<file path="src/rtl/tcb_pkg.sv">
// Shared TCB definitions: response record layout and its width helper.
package tcb_pkg;

    localparam int unsigned TCB_DBW = 32;

    // Response record at the default data width; {wen, rdt, err}, MSB first.
    typedef struct packed {
        logic               wen;
        logic [TCB_DBW-1:0] rdt;
        logic               err;
    } tcb_rsp_t;

    function automatic int unsigned tcb_rsp_width(input int unsigned dbw);
        return dbw + 2;
    endfunction

endpackage

</file>
<file path="src/rtl/tcb_fifo.sv">
// Synchronous circular FIFO with registered storage; output shows the head entry.
module tcb_fifo #(
    parameter int unsigned WIDTH = 34,
    parameter int unsigned DEPTH = 4
) (
    input  logic             clk,
    input  logic             rst,
    input  logic             i_push,
    input  logic [WIDTH-1:0] i_dat,
    input  logic             i_pop,
    output logic [WIDTH-1:0] o_dat,
    output logic             o_full,
    output logic             o_empty
);

    localparam int unsigned PW = (DEPTH > 1) ? $clog2(DEPTH) : 1;
    localparam int unsigned CW = $clog2(DEPTH + 1);

    logic [WIDTH-1:0] r_mem [DEPTH];
    logic [PW-1:0]    r_wptr;
    logic [PW-1:0]    r_rptr;
    logic [CW-1:0]    r_cnt;
    logic             w_push;
    logic             w_pop;

    function automatic logic [PW-1:0] ptr_next(input logic [PW-1:0] ptr);
        return (ptr == PW'(DEPTH - 1)) ? '0 : ptr + PW'(1);
    endfunction

    assign o_full  = (r_cnt == CW'(DEPTH));
    assign o_empty = (r_cnt == '0);
    assign w_push  = i_push & ~o_full;
    assign w_pop   = i_pop & ~o_empty;
    assign o_dat   = r_mem[r_rptr];

    always_ff @(posedge clk) begin
        if (rst) begin
            r_wptr <= '0;
            r_rptr <= '0;
            r_cnt  <= '0;
        end else begin
            if (w_push) r_wptr <= ptr_next(r_wptr);
            if (w_pop)  r_rptr <= ptr_next(r_rptr);
            r_cnt <= r_cnt + CW'(w_push) - CW'(w_pop);
            assert (!(i_push && o_full));
        end
    end

    always_ff @(posedge clk) begin
        if (w_push) r_mem[r_wptr] <= i_dat;
    end

endmodule

</file>
<file path="src/rtl/tcb_man_cmd.sv">
// TCB manager: valid/ready commands out as TCB transfers, responses collected
// into a FIFO; issue is credit-gated because TCB responses cannot be stalled.
module tcb_man_cmd
    import tcb_pkg::*;
#(
    parameter  int unsigned ABW = 32,
    parameter  int unsigned DBW = 32,
    parameter  int unsigned SLW = 8,
    parameter  int unsigned DLY = 1,
    parameter  int unsigned RFD = 4,
    localparam int unsigned BEW = DBW / SLW
) (
    input  logic           clk,
    input  logic           rst,
    input  logic           cmd_vld,
    output logic           cmd_rdy,
    input  logic           cmd_wen,
    input  logic [ABW-1:0] cmd_adr,
    input  logic [BEW-1:0] cmd_ben,
    input  logic [DBW-1:0] cmd_wdt,
    output logic           rsp_vld,
    input  logic           rsp_rdy,
    output logic           rsp_wen,
    output logic [DBW-1:0] rsp_rdt,
    output logic           rsp_err,
    output logic           tcb_vld,
    output logic           tcb_wen,
    output logic [ABW-1:0] tcb_adr,
    output logic [BEW-1:0] tcb_ben,
    output logic [DBW-1:0] tcb_wdt,
    input  logic           tcb_rdy,
    input  logic [DBW-1:0] tcb_rdt,
    input  logic           tcb_err
);

    localparam int unsigned RSPW = tcb_rsp_width(DBW);
    localparam int unsigned CW   = $clog2(RFD + 1);

    typedef struct packed {
        logic           wen;
        logic [DBW-1:0] rdt;
        logic           err;
    } rsp_t;

    logic [CW-1:0] r_cnt;
    logic          w_crd;
    logic          w_trn;
    logic          w_pop;
    logic          w_lvld;
    logic          w_lwen;
    logic          w_full;
    logic          w_empty;
    rsp_t          w_push_dat;
    rsp_t          w_pop_dat;

    // cnt covers transfers still in the latency pipeline plus FIFO entries,
    // so a granted transfer always has a FIFO slot waiting for it.
    assign w_crd   = (r_cnt < CW'(RFD));
    assign tcb_vld = cmd_vld & w_crd & ~rst;
    assign cmd_rdy = tcb_rdy & w_crd & ~rst;
    assign w_trn   = tcb_vld & tcb_rdy;
    assign w_pop   = rsp_vld & rsp_rdy;

    assign tcb_wen = cmd_wen;
    assign tcb_adr = cmd_adr;
    assign tcb_ben = cmd_ben;
    assign tcb_wdt = cmd_wdt;

    always_ff @(posedge clk) begin
        if (rst) begin
            r_cnt <= '0;
        end else begin
            if (w_trn && !w_pop) r_cnt <= r_cnt + CW'(1);
            else if (!w_trn && w_pop) r_cnt <= r_cnt - CW'(1);
            assert (r_cnt <= CW'(RFD));
            assert (!(w_lvld && w_full));
        end
    end

    generate
        if (DLY == 0) begin : g_nodly
            assign w_lvld = w_trn;
            assign w_lwen = tcb_wen;
        end else begin : g_dly
            logic [DLY-1:0] r_pvld;
            logic [DLY-1:0] r_pwen;

            always_ff @(posedge clk) begin
                if (rst) begin
                    r_pvld <= '0;
                end else begin
                    r_pvld[0] <= w_trn;
                    for (int unsigned i = 1; i < DLY; i++) r_pvld[i] <= r_pvld[i-1];
                end
            end

            always_ff @(posedge clk) begin
                r_pwen[0] <= tcb_wen;
                for (int unsigned i = 1; i < DLY; i++) r_pwen[i] <= r_pwen[i-1];
            end

            assign w_lvld = r_pvld[DLY-1];
            assign w_lwen = r_pwen[DLY-1];
        end
    endgenerate

    always_comb begin
        w_push_dat.wen = w_lwen;
        w_push_dat.rdt = w_lwen ? '0 : tcb_rdt;
        w_push_dat.err = tcb_err;
    end

    tcb_fifo #(
        .WIDTH (RSPW),
        .DEPTH (RFD)
    ) u_fifo (
        .clk     (clk),
        .rst     (rst),
        .i_push  (w_lvld),
        .i_dat   (w_push_dat),
        .i_pop   (w_pop),
        .o_dat   (w_pop_dat),
        .o_full  (w_full),
        .o_empty (w_empty)
    );

    assign rsp_vld = ~w_empty;
    assign rsp_wen = w_pop_dat.wen;
    assign rsp_rdt = w_pop_dat.rdt;
    assign rsp_err = w_pop_dat.err;

endmodule
</file>
<file path="config.mk">
export PLATFORM = sky130hd
export DESIGN_NAME = tcb_man_cmd
export DESIGN_NICKNAME = d
export VERILOG_FILES = /design/src/rtl/tcb_pkg.sv /design/src/rtl/tcb_fifo.sv /design/src/rtl/tcb_man_cmd.sv
export SDC_FILE = /design/constraint.sdc
export NUM_CORES = 1
export LEC_CHECK = 0
export CAP_MARGIN = 25
export CORE_UTILIZATION = 49
export CTS_BUF_LIST = sky130_fd_sc_hd__clkbuf_8 sky130_fd_sc_hd__clkbuf_16
export DETAILED_ROUTE_END_ITERATION = 6
export PLACE_DENSITY = 0.83
export SLEW_MARGIN = 20
export SYNTH_ARGS = -nofsm -noshare
export SYNTH_HDL_FRONTEND = slang
export SYNTH_SLANG_ARGS = --single-unit
</file>
<file path="constraint.sdc">
create_clock -name clk -period 3.15 [get_ports clk]
set_clock_uncertainty 0.05 [all_clocks]
set_input_delay 0.4725 -clock clk [delete_from_list [all_inputs] [get_ports clk]]
set_output_delay 0.4725 -clock clk [all_outputs]
set_load 0.02 [all_outputs]
</file>
==> metrics, run 1 <==
clock root cell=clkbuf_16; Hold Startpoint=r_cnt[2]$_SDFFE_PP0P_; Post-Route Utilization=between 50% and 60%; biggest cell delay along the critical path=roughly 0.66 ns; Synth top area share=between 60% and 70%; Critical Path Source Type=flop; Layout area overhead=16.2%; vias in the first global route=between 3000 and 4000; # diodes=0; post-synthesis net count=roughly 470; Iter 0 DRT Violations=roughly 200; DP Wirelength=8870 µm; Seq/Total Area, Yosys=68.4%; CORE AREA=about 13000 µm²; Hold Path Depth=2; XOR/XNOR Fraction of Synth Area=less than 1%; Post-CTS Setup Bufs=0; # clock sinks=150; Worst Hold Class=reg2reg; Die ar.=about 13000 µm²; Req. time, crit path=~2.6 ns; synth cell count leaders=edfxtp_1, buf_4, mux4_2, nor2b_1, dfxtp_1; post-route insts no fill=between 500 and 600; Fin. Hold Viols=0; CTS tree=built; Worst Reg2Reg Path Length in Cells=7; Clk Latency, worst-skew pair=slightly above 0.4 ns; Die Span Y=116 µm; FF-to-FF End=r_cnt[2]$_SDFFE_PP0P_; Pleak=~2.5 nW; top cells by area, synth=edfxtp_1, mux4_2, buf_4, dfxtp_1, nor2b_1; largest net degree at the start of global routing=37; GRT Overall Usage=between 10% and 20%; RSZ-0062 raised after global routing=false; mapped cell area=~6400 µm²; Slew Limit Headroom=about two thirds; worst vdd ir=~0.00044 V; CTS max path bufs=2; total number of vias=about 3000; PD cells=roughly 740 nW/µm²; ys flop type=edfxtp_1; Synth Area in Compound Gates=about 1.1%; initial antenna violation count=0; htree depth=4; clock-pin slew on the worst setup and hold paths=around 0.06 ns; Ys Warns=0; post-synthesis cell count=352; Fmax=369 MHz; Crit Reg-Reg Startpoint=u_fifo.r_cnt[1]$_SDFF_PP0_; Final Critical Period=2.71 ns; total of max-cap violations=0; Cells after DPL=~530; max-slew violations=0; first-pass GRT wire length=roughly 19000 µm; Port Buffers=between 70 and 80; DRT Pass-1 Iters=4; setup_tns=0 ns; reg2reg setup slack=1.04 ns; Crit Path Max Fanout=18; CP max stage cell=dfxtp_2; final period utilization=a little under nine tenths; async set-or-reset flop fraction in the synthesized netlist=0%; #FFs+latches synth=150; most frequent cell after synthesis=edfxtp_1; Final Setup Violations=0; vias per cell=between 5 and 6; DRC Markers=0; Worst setup EP type=output pin; WP data arrival=2.19 ns; Placer Congestion=between 0.7 and 0.8; post-synth top area cell=edfxtp_1; largest family of logic cells by synthesized area=multiplexers; Initial Util=slightly above 50%; routed wire length=12900 µm; Synth cell types=30; io pins=213; Die Width=~120 µm; Design Power=about 5.5 mW; Wirelength per Cell=between 20 and 25 µm; Row Count=41; Post-Synth Adder-Cell Area=under 10%; fraction of layout cells with a size suffix above 1=between 20% and 30%; status=complete, no violations; cts bufs inserted=17; number of synthesized flops with an enable pin=136; Synth Area in Simple Gates=under 10%; Hold EP=r_cnt[2]$_SDFFE_PP0P_; crit-path cells=buf_12 > mux4_2 > clkdlybuf4s50_1; Post-CTS Hold Fix Bufs=0; worst-margin pin slew=roughly 0.52 ns; kind of critical path=reg2out; Layout Nets=just under 500; Overflow after GRT=0; Routed Antenna Nets=0; mux share of post-synthesis cell area=12.6%; post_cts resized=0; Syn Area/Cell=around 18 µm²
[worst max-delay path by stage]
stage	end	slack, ns	depth (start not counted)
after floorplan	r_cnt[2]$_SDFFE_PP0P_	1.10	8
after global placement	r_cnt[2]$_SDFFE_PP0P_	0.63	9
after detailed placement	r_cnt[2]$_SDFFE_PP0P_	0.55	9
after CTS	rsp_rdt[1]	0.38	3
after global routing	rsp_rdt[1]	0.33	3
final	rsp_rdt[6]	0.44	3
[routing by layer]
| metal | up-vias | share of wire, % | routed length [µm] | global-route usage [%] |
|---|---|---|---|---|
| met5 | - | 0 | 0 | 0 |
| met4 | 0 | 3.0 | 387 | 8.80 |
| met3 | 34 | 10 | 1350 | 9.70 |
| met2 | 143 | 53 | 6790 | 33.6 |
| met1 | 1470 | 34 | 4370 | 21.3 |
| li1 | 1298 | - | - | - |
[worst max-delay path: cells and delay by family (launching register included)]
family | cells | cell delay, ns
multiplexers | 1 | 0.33
flip-flops | 1 | 0.66
buffers and inverters | 2 | 0.79
[state kept, by name (all words and copies together), names as in the netlist, named ones only]
signal         count
u_fifo.r_mem     136
r_cnt              3
u_fifo.r_cnt       3
u_fifo.r_rptr      2
u_fifo.r_wptr      2
g_dly.r_pvld       1
g_dly.r_pwen       1
[cells in the final DEF, fill, tap and decap left out, drive strengths merged, types with 2 or more instances in the layout]
master         synthesis  layout
and2                   6       6
nor2                   7       7
buf                   76       8
mux4                  34      34
xnor2                  2       2
xor2                   2       2
inv                    6      11
fa                     2       2
ha                     7       7
nand2b                 2       2
a21oi                  3       3
clkbuf                 5      23
clkinv                 0       4
dfxtp                 14      14
o21ai                  2       2
nor2b                 34      34
edfxtp               136     136
clkdlybuf4s50          0      76
or3                    3       3
mux2i                  3       3
and3                   2       2
[final cells by class]
cell class                      count  area (µm²)
Sequential cell                   150        4370
Timing Repair Buffer               84         846
Tap cell                          172         215
Clock buffer                       23         531
Inverter                            6        22.5
Fill cell                         941        5260
Multi-Input combinational cell    115        1380
Clock inverter                      9        57.6
[stage by stage]
stage / cell area (µm²) / setup WS (ns) / hold WS (ns)
after detailed placement: 6830 / 0.552 / 0.445
after global routing: 7410 / 0.334 / 0.500
after CTS: 7410 / 0.381 / 0.457
final: 7410 / 0.438 / 0.454
after floorplan: 6380 / 1.10 / 0.409
after global placement: 6830 / 0.631 / 0.426
[where the power goes]
group,switching [mW],internal (mW)
sequential,0.0764,2.27
combinational,0.570,0.650
clock,0.762,1.19
total,1.41,4.11
[kinds of logic after synthesis]
logic type	Yosys count
multiplexers	38
AO/OA/AOI/OAI	7
XOR/XNOR	4
flip-flops	150
adder cells (fa/ha/maj)	9
buffers and inverters	87
AND/OR/NAND/NOR	57
Note: power is estimated with default switching activity, not from simulation.
==> inputs of run 2 (changes only) <==
- SLEW_MARGIN: 20 -> not set
==> results of run 2 <==
Same layout as run 1: the final DEF is identical, and so are final timing and power.
